`src/rtl/uart_probe.sv`:
```
// Byte-command debug probe: UART byte stream in/out, GPI/GPO access and a
// single-beat AXI4-Lite-style master driven through address/control registers.
module uart_probe (
  input  logic        clk,
  input  logic        m_aresetn,
  input  logic        rx_valid,
  input  logic [7:0]  rx_data,
  output logic        rx_ready,
  output logic        tx_valid,
  output logic [7:0]  tx_data,
  input  logic        tx_ready,
  output logic [31:0] gpo,
  input  logic [31:0] gpi,
  output logic [31:0] m_axi_araddr,
  output logic [2:0]  m_axi_arsize,
  output logic        m_axi_arvalid,
  input  logic        m_axi_arready,
  input  logic [31:0] m_axi_rdata,
  input  logic [1:0]  m_axi_rresp,
  input  logic        m_axi_rvalid,
  output logic        m_axi_rready,
  output logic [31:0] m_axi_awaddr,
  output logic [2:0]  m_axi_awsize,
  output logic        m_axi_awvalid,
  input  logic        m_axi_awready,
  output logic [31:0] m_axi_wdata,
  output logic [3:0]  m_axi_wstrb,
  output logic        m_axi_wvalid,
  input  logic        m_axi_wready,
  input  logic [1:0]  m_axi_bresp,
  input  logic        m_axi_bvalid,
  output logic        m_axi_bready
);

  typedef enum logic [2:0] {S_IDLE, S_ARG, S_TX, S_AR, S_R, S_AW, S_B} state_t;

  state_t      state_q;
  logic [7:0]  cmd_q, tx_data_q;
  logic [31:0] gpo_q, addr_q, rdata_q, wdata_q;
  logic [2:0]  size_q;
  logic [1:0]  resp_q, tx_cnt_q, tx_idx_q;
  logic [3:0]  wstrb_q;
  logic        rx_ready_q, tx_valid_q, arvalid_q, rready_q, awvalid_q, wvalid_q, bready_q;

  function automatic logic [7:0] byte_sel(input logic [31:0] w, input logic [1:0] n);
    case (n)
      2'd0:    byte_sel = w[7:0];
      2'd1:    byte_sel = w[15:8];
      2'd2:    byte_sel = w[23:16];
      default: byte_sel = w[31:24];
    endcase
  endfunction

  function automatic logic [31:0] byte_put(input logic [31:0] w, input logic [1:0] n,
                                           input logic [7:0] b);
    logic [31:0] r;
    r = w;
    case (n)
      2'd0:    r[7:0]   = b;
      2'd1:    r[15:8]  = b;
      2'd2:    r[23:16] = b;
      default: r[31:24] = b;
    endcase
    return r;
  endfunction

  function automatic logic [3:0] strb_for(input logic [2:0] size, input logic [1:0] a);
    case (size)
      3'd0:    strb_for = 4'b0001 << a;
      3'd1:    strb_for = 4'b0011 << {a[1], 1'b0};
      default: strb_for = 4'hF;
    endcase
  endfunction

  // Every per-byte command range starts at a code that is 2 mod 4, so the byte
  // index is simply the low two bits minus two.
  logic [1:0] rx_n, cmd_n;
  logic [7:0] ctrl_w, rd_byte;
  logic       rd_cmd, arg_cmd;

  assign rx_n   = rx_data[1:0] - 2'd2;
  assign cmd_n  = cmd_q[1:0] - 2'd2;
  assign ctrl_w = {3'b000, resp_q, size_q};

  always_comb begin
    rd_byte = 8'h00;
    rd_cmd  = 1'b1;
    if (rx_data >= 8'd2 && rx_data <= 8'd5)        rd_byte = byte_sel(gpi, rx_n);
    else if (rx_data >= 8'd6 && rx_data <= 8'd9)   rd_byte = byte_sel(gpo_q, rx_n);
    else if (rx_data >= 8'd14 && rx_data <= 8'd17) rd_byte = byte_sel(addr_q, rx_n);
    else if (rx_data == 8'd24)                     rd_byte = ctrl_w;
    else                                           rd_cmd  = 1'b0;
  end

  assign arg_cmd = (rx_data >= 8'd10 && rx_data <= 8'd13) ||
                   (rx_data >= 8'd18 && rx_data <= 8'd21) ||
                   (rx_data == 8'd23) || (rx_data == 8'd25);

  always_ff @(posedge clk or posedge m_aresetn) begin
    if (m_aresetn) begin
      state_q    <= S_IDLE;
      cmd_q      <= 8'h00;
      tx_data_q  <= 8'h00;
      gpo_q      <= 32'h0;
      addr_q     <= 32'h0;
      rdata_q    <= 32'h0;
      wdata_q    <= 32'h0;
      size_q     <= 3'd2;
      resp_q     <= 2'd0;
      tx_cnt_q   <= 2'd0;
      tx_idx_q   <= 2'd0;
      wstrb_q    <= 4'h0;
      rx_ready_q <= 1'b0;
      tx_valid_q <= 1'b0;
      arvalid_q  <= 1'b0;
      rready_q   <= 1'b0;
      awvalid_q  <= 1'b0;
      wvalid_q   <= 1'b0;
      bready_q   <= 1'b0;
    end else begin
      case (state_q)
        S_IDLE: begin
          rx_ready_q <= 1'b1;
          if (rx_valid && rx_ready_q) begin
            cmd_q <= rx_data;
            if (rd_cmd) begin
              tx_data_q  <= rd_byte;
              tx_valid_q <= 1'b1;
              tx_cnt_q   <= 2'd0;
              rx_ready_q <= 1'b0;
              state_q    <= S_TX;
            end else if (arg_cmd) begin
              state_q <= S_ARG;
            end else if (rx_data == 8'd22) begin
              arvalid_q  <= 1'b1;
              rx_ready_q <= 1'b0;
              state_q    <= S_AR;
            end
          end
        end
        S_ARG: begin
          if (rx_valid && rx_ready_q) begin
            state_q <= S_IDLE;
            if (cmd_q >= 8'd10 && cmd_q <= 8'd13) gpo_q  <= byte_put(gpo_q, cmd_n, rx_data);
            if (cmd_q >= 8'd18 && cmd_q <= 8'd21) addr_q <= byte_put(addr_q, cmd_n, rx_data);
            if (cmd_q == 8'd25) size_q <= rx_data[2:0];
            if (cmd_q == 8'd23) begin
              wdata_q    <= {4{rx_data}};
              wstrb_q    <= strb_for(size_q, addr_q[1:0]);
              awvalid_q  <= 1'b1;
              wvalid_q   <= 1'b1;
              rx_ready_q <= 1'b0;
              state_q    <= S_AW;
            end
          end
        end
        S_TX: begin
          if (tx_ready) begin
            if (tx_cnt_q == 2'd0) begin
              tx_valid_q <= 1'b0;
              rx_ready_q <= 1'b1;
              state_q    <= S_IDLE;
            end else begin
              tx_cnt_q  <= tx_cnt_q - 2'd1;
              tx_idx_q  <= tx_idx_q + 2'd1;
              tx_data_q <= byte_sel(rdata_q, tx_idx_q + 2'd1);
            end
          end
        end
        S_AR: begin
          if (m_axi_arready) begin
            arvalid_q <= 1'b0;
            rready_q  <= 1'b1;
            state_q   <= S_R;
          end
        end
        S_R: begin
          if (m_axi_rvalid) begin
            rready_q   <= 1'b0;
            rdata_q    <= m_axi_rdata;
            resp_q     <= m_axi_rresp;
            tx_data_q  <= m_axi_rdata[7:0];
            tx_valid_q <= 1'b1;
            tx_cnt_q   <= 2'd3;
            tx_idx_q   <= 2'd0;
            state_q    <= S_TX;
          end
        end
        S_AW: begin
          // Address and data channels complete independently; leave once both have.
          if (m_axi_awready) awvalid_q <= 1'b0;
          if (m_axi_wready)  wvalid_q  <= 1'b0;
          if ((!awvalid_q || m_axi_awready) && (!wvalid_q || m_axi_wready)) begin
            bready_q <= 1'b1;
            state_q  <= S_B;
          end
        end
        S_B: begin
          if (m_axi_bvalid) begin
            bready_q   <= 1'b0;
            resp_q     <= m_axi_bresp;
            rx_ready_q <= 1'b1;
            state_q    <= S_IDLE;
          end
        end
        default: state_q <= S_IDLE;
      endcase
    end
  end

  assign rx_ready      = rx_ready_q;
  assign tx_valid      = tx_valid_q;
  assign tx_data       = tx_data_q;
  assign gpo           = gpo_q;
  assign m_axi_araddr  = addr_q;
  assign m_axi_awaddr  = addr_q;
  assign m_axi_arsize  = size_q;
  assign m_axi_awsize  = size_q;
  assign m_axi_arvalid = arvalid_q;
  assign m_axi_rready  = rready_q;
  assign m_axi_awvalid = awvalid_q;
  assign m_axi_wvalid  = wvalid_q;
  assign m_axi_wdata   = wdata_q;
  assign m_axi_wstrb   = wstrb_q;
  assign m_axi_bready  = bready_q;

endmodule

```
`config.mk`:
```
export PLATFORM = sky130hd
export DESIGN_NAME = uart_probe
export DESIGN_NICKNAME = d
export VERILOG_FILES = /design/src/rtl/uart_probe.sv
export SDC_FILE = /design/constraint.sdc
export NUM_CORES = 1
export LEC_CHECK = 0
export BUFFER_PORTS_ARGS = -buffer_cell sky130_fd_sc_hd__buf_2
export CAP_MARGIN = 40
export CORE_MARGIN = 3
export CORE_UTILIZATION = 25
export CTS_CLUSTER_DIAMETER = 40
export CTS_CLUSTER_SIZE = 8
export DETAILED_ROUTE_END_ITERATION = 16
export GPL_TIMING_DRIVEN = 0
export PLACE_DENSITY = 0.44
export REMOVE_ABC_BUFFERS = 1
export SETUP_SLACK_MARGIN = 0.3
export SKIP_LAST_GASP = 1
export SYNTH_ARGS = -nofsm -noshare
export SYNTH_HDL_FRONTEND = slang
export SYNTH_SLANG_ARGS = --single-unit
```
`constraint.sdc`:
```
create_clock -name clk -period 5.85 [get_ports clk]
set_input_delay 1.4625 -clock clk [delete_from_list [all_inputs] [get_ports clk]]
set_output_delay 1.4625 -clock clk [all_outputs]
set_load 0.005 [all_outputs]
```
After elaboration in Yosys (flattened, before gate mapping)
Index checks and enable logic that the tools add are counted.
- register bits after elaboration: 167
- bits in latches: 0
- bits in writable memories: 0
- ROM bits: 0
- bits of input ports: 85
- output and inout bits: 153
- word-level logic and storage cells: 215
- memories: 0
- add/sub/neg operators: 4
- multiply operators: 0
- divide/modulo/power cells: 0
- magnitude comparators: 14
- equality and inequality tests: 36
- shifts and indexed selects: 2
- muxes and demuxes: 79
- bitwise operators: 1
- reductions and logical operators: 54
- operators with widths (operator ; number):
    8-bit one-hot mux with 3 select lines ; 5
    8-bit 2-to-1 mux ; 8
    8-bit by 5-bit equality test with 1-bit output, second input constant ; 6
    4-bit AND reduction ; 11
    3-bit 2-to-1 mux ; 12
    2-bit != test, second input constant ; 16
    1-bit 2-to-1 mux ; 31
    8-bit by 4-bit >= comparator with 1-bit output, second input constant ; 3
    8-bit by 4-bit <= comparator with 1-bit output, second input constant ; 3
    8-bit by 5-bit <= comparator with 1-bit output, second input constant ; 3
    6-bit AND reduction ; 4
    3-bit one-hot mux with 7 select lines ; 1
    2-bit 2-to-1 mux ; 10
    8-bit by 5-bit >= comparator with 1-bit output, second input constant ; 2
    3-bit AND reduction ; 5
    2-bit nonzero test ; 6
    1-bit one-hot mux with 2 select lines ; 5
    3-bit equality test, second input constant ; 3
    1-bit logical AND ; 9
    9-bit AND reduction ; 1
    8-bit by 2-bit >= comparator with 1-bit output, second input constant ; 1
    8-bit by 3-bit >= comparator with 1-bit output, second input constant ; 1
    8-bit by 3-bit <= comparator with 1-bit output, second input constant ; 1
    2-bit zero test ; 4
    other kinds (24) ; 39

Logic depth before layout (Yosys ltp)
- word-level depth: 9
- gate-level depth with buffers: 8
- depth with buffers taken out: 7

Least setup slack after synthesis
Ideal clock, no wire load.
- kind: input-to-reg
- start: input rx_data[0]
- end: register tx_data_q[4], in the netlist tx_data[4]
- library setup time: 125 ps
- arrival: 2874 ps
- data required time: 5725 ps
- path slack: 2851 ps
- stages: 7
- buffers on the path: 3
- cell sequence: buf_4 > buf_2 > buf_4 > mux4_2 > a22oi_1 > o211ai_1 > mux2_4
- cells in the longest elaborated chain, start to end: 9
- elaborated cells between the ends (all ways): 30
- classes of those cells: add/sub (1); order compare (6); eq/ne (4); mux (14); reduce/logical (5)
- ends and longest elaborated chain (element ; line ; RTL):
    start, declared ; 7 ; input logic [7:0] rx_data,
    2-bit subtractor ; 81 ; assign rx_n = rx_data[1:0] - 2'd2;
    2-bit equality test (tied with other cells) ; 46 ; case (n)
    8-bit one-hot mux with 3 select lines ; 46 ;
    8-bit 2-to-1 mux ; 90 ; else if (rx_data >= 8'd14 && rx_data <= 8'd17) rd_byte = byte_sel(addr_q, rx_n);
    8-bit 2-to-1 mux ; 89 ; else if (rx_data >= 8'd6 && rx_data <= 8'd9) rd_byte = byte_sel(gpo_q, rx_n);
    8-bit 2-to-1 mux ; 88 ; if (rx_data >= 8'd2 && rx_data <= 8'd5) rd_byte = byte_sel(gpi, rx_n);
    8-bit 2-to-1 mux ; 126 ; if (rd_cmd) begin
    8-bit 2-to-1 mux ; 124 ; if (rx_valid && rx_ready_q) begin
    8-bit one-hot mux with 3 select lines ; 121 ; case (state_q)
    end signal, assigned ; 127 ; tx_data_q <= rd_byte;
    end signal, assigned ; 166 ; tx_data_q <= byte_sel(rdata_q, tx_idx_q + 2'd1);
    end signal, assigned ; 182 ; tx_data_q <= m_axi_rdata[7:0];
    end, declared ; 38 ; logic [7:0] cmd_q, tx_data_q;
Parallel ways exist; a longest one is shown, timed or not. The select of a mux whose other input is x is not followed.
A chain may end at the register's enable or synchronous reset.

Final worst setup path
- start: input rx_data[1]
- end: register tx_data_q[5], in the netlist tx_data[5]
The elaborated chain is that of the path after synthesis.

==> metrics.yaml <==
power:
  p_leak_uw: 0.004904
  p_per_area_nw_per_um2: 371.6
  peakVddDrop_uv: 154.4
placement:
  hpwl_mm: 18.22
  port_buffers: 237
  place.gp.congestion: 0.7716
global_route:
  antenna_found_initial: 0
  grt_pass1_vias: 6152
  grt_use_total: 0.1461
  grt_pass1_wl_mm: 38.29
  grt_max_degree: 112
  gr-total-overflow: 0
synth:
  ys_top_cells_by_area: "dfrtp_1 44%, mux2_2 12%, mux4_2 6.7%"
  synth_largest_area_cell: "dfrtp_1"
  yosys_most_used_dff: "dfrtp_1"
  yosys.area.top_type_share: 0.4437
  async_flop_share: 1.000
  ys_seq_area_frac: 0.4470
  synthCells: 746
  syn-mean-instance-area_um2: 10.74
  synth-edff-count: 0
  synth_common_cells: "142 x dfrtp_1, 124 x nand2_1, 83 x mux2_2"
  yosysWarningCount: 0
  synthDistinctLibCells: 68
  synth-seq-cells: 143
  post-synth-top-count-cell: "dfrtp_1"
  syn_area_um2: 8009
finish:
  drive_gt1_frac: 0.4449
  diodes: 0
  area_delta_synth_final_pct: 22.31
  nNetsFinal: 994
min_path:
  min_from: "rdata_q[28]"
  hold_path.class: "register to register"
clock_tree:
  cts_max_level: 4
  post_cts.repair.setup_buffers: 0
  postCtsHoldBufs: 0
  clkSinkCount: 143
  cts_root_buffer: "clkbuf_16"
  cts.repair.resized: 0
  clk_pin_slew_ns: 0.06
  clock_latency_ns: 0.43
  cts_max_path_buffers: 2
  cts_inserted_buffers: 17
  cts_tree: "built"
routing:
  firstDrtPassIters: 5
  drc: 0
  ant_nets: 0
  route.vias.total: 6238
  drt_iter0_drc: 428
  post_drt_wl_per_cell_um: 19.11
  wirelength_mm: 25.09
  viasPerCell: 4.751
setup_path:
  cpPeakStageDelay_ns: 0.57
  endpoint_kind: "register"
  worstPathArrival_ns: 3.51
  cp_data_required_time_ns: 6.15
  rr_startpoint: "state_q[1]"
  cpMaxStageDelayCell: "nor3_4"
  crit_chain: "buf_2, nand2b_1, a32oi_1, o21a_2, nor3_4, mux2_4"
  cp-startpoint: "rx_data[1]"
  critPathMaxFanout: 28
  crit_buf_inv: 1
  ff2ff_setup_slack_ns: 3.26
  start_kind: "input port"
  critPathKind: "input port to register"
  cpLargestDelayFamily: "simple AND/OR/NAND/NOR gates"
status:
  status: "finished, final reports clean"
timing:
  setup_tns_ns: 0
  worst_hold_slack_ns: 0.4792
  setup_viol: 0
  hold_viol: 0
  maxSlewViolCount: 0
  min_period_ns: 3.216
  slew_headroom: 0.4812
  grt_setup_unrepaired: "no"
  fin_crit_sh: 0.5497
  worstMarginPinSlew_ns: 0.7782
  max_freq_mhz: 311.0
  fin_skew_ns: 0.01636
die:
  die_h_um: 185.0
  coreArea_um2: 31070
  initial_core_util: 0.2578
  die_w_um: 185.0
  io_pins: 238
  rows: 64
  design.die.area_um2: 34220
job:
  maxCapViolCount: 0
## path summary, 6_finish.rpt
path                              endpoint  cells past startpoint
min in group asynchronous      rdata_q[14]                      2
max reg2reg                     tx_data[5]                      5
min                            rdata_q[28]                      2
max in group asynchronous  m_axi_arsize[0]                      3
max                             tx_data[5]                      6
min reg2reg                    rdata_q[28]                      2
## layout by cell type (no fill, tap or decap), types with 5 or more instances in the layout
cell / instances
a211o_1: 6
clkbuf_16: 17
dfrtp_1: 142
mux4_2: 24
a31oi_1: 9
o211ai_1: 9
nor2b_1: 6
a22oi_1: 7
ha_1: 5
mux2i_1: 7
o22ai_1: 5
a222oi_1: 7
nand3_1: 10
nand2_1: 124
buf_2: 237
nor2_1: 27
o21ai_0: 34
inv_1: 16
a21oi_1: 14
inv_8: 6
and2_1: 7
mux2_2: 83
nor3_1: 6
## flip-flops by register name, indices dropped and copies added (netlist names), 2 cells and up
signal,count
cmd_q,8
m_axi_araddr,32
m_axi_arsize,3
state_q,3
resp_q,2
tx_cnt_q,2
tx_idx_q,2
m_axi_wdata,8
gpo,32
rdata_q,32
m_axi_wstrb,4
tx_data,8
## report_power, final
group / total [µW] / leakage [µW] / internal, µW / switching (µW)
registers: 1440 / 0.00190 / 1230 / 217
clock network: 1150 / 0.000305 / 653 / 497
logic: 1050 / 0.00270 / 483 / 564
## worst register-to-register path, delay by kind of cell, from the launching register on
kind             cells  cell delay, ns
muxes                1            0.35
and+or+nand+nor      4            1.28
DFF                  1            0.84
## metrics by stage
step           std cells  setup WS [ns]  utilization  total power, µW  instance area, µm²
2_1_floorplan        640         0.5512            -             2069                7342
3_3_place_gp        1273         -1.686       0.2904             2499                9024
3_5_place_dp        1280          2.208       0.2952             2519                9173
4_1_cts             1312          2.643       0.3150             3683                9788
5_1_grt             1313          2.500       0.3153             3889                9796
6_report            1313          2.634       0.3153             3640                9796
## cell type report
class,instances,area (µm²)
Clock buffer,17,425.4
Clock inverter,15,190.2
Fill cell,3240,21270
Inverter,17,71.32
Multi-Input combinational cell,480,3704
Sequential cell,143,3580
Tap cell,396,495.5
Timing Repair Buffer,245,1330
## layer usage
metal | vias to the layer above | part of all wire | global-route usage
li1 | 2939 | - | -
met1 | 3130 | 0.47 | 0.2087
met2 | 155 | 0.47 | 0.2271
met3 | 14 | 0.048 | 0.03397
met4 | 0 | 0.010 | 0.03061
met5 | - | 0 | 0
## cell families (layout without fill, tap and decap cells)
family | after synthesis | in the layout | synth area share
and+or+nand+nor | 229 | 229 | 0.1426
buffers and inverters | 123 | 294 | 0.09124
adders and majority gates | 5 | 5 | 0.007811
AOI/OAI and AO/OA | 125 | 125 | 0.1076
muxes | 118 | 118 | 0.2004
xor gates and xnor gates | 3 | 3 | 0.003281
DFF | 143 | 143 | 0.4470
(Power assumes the default switching activity.)
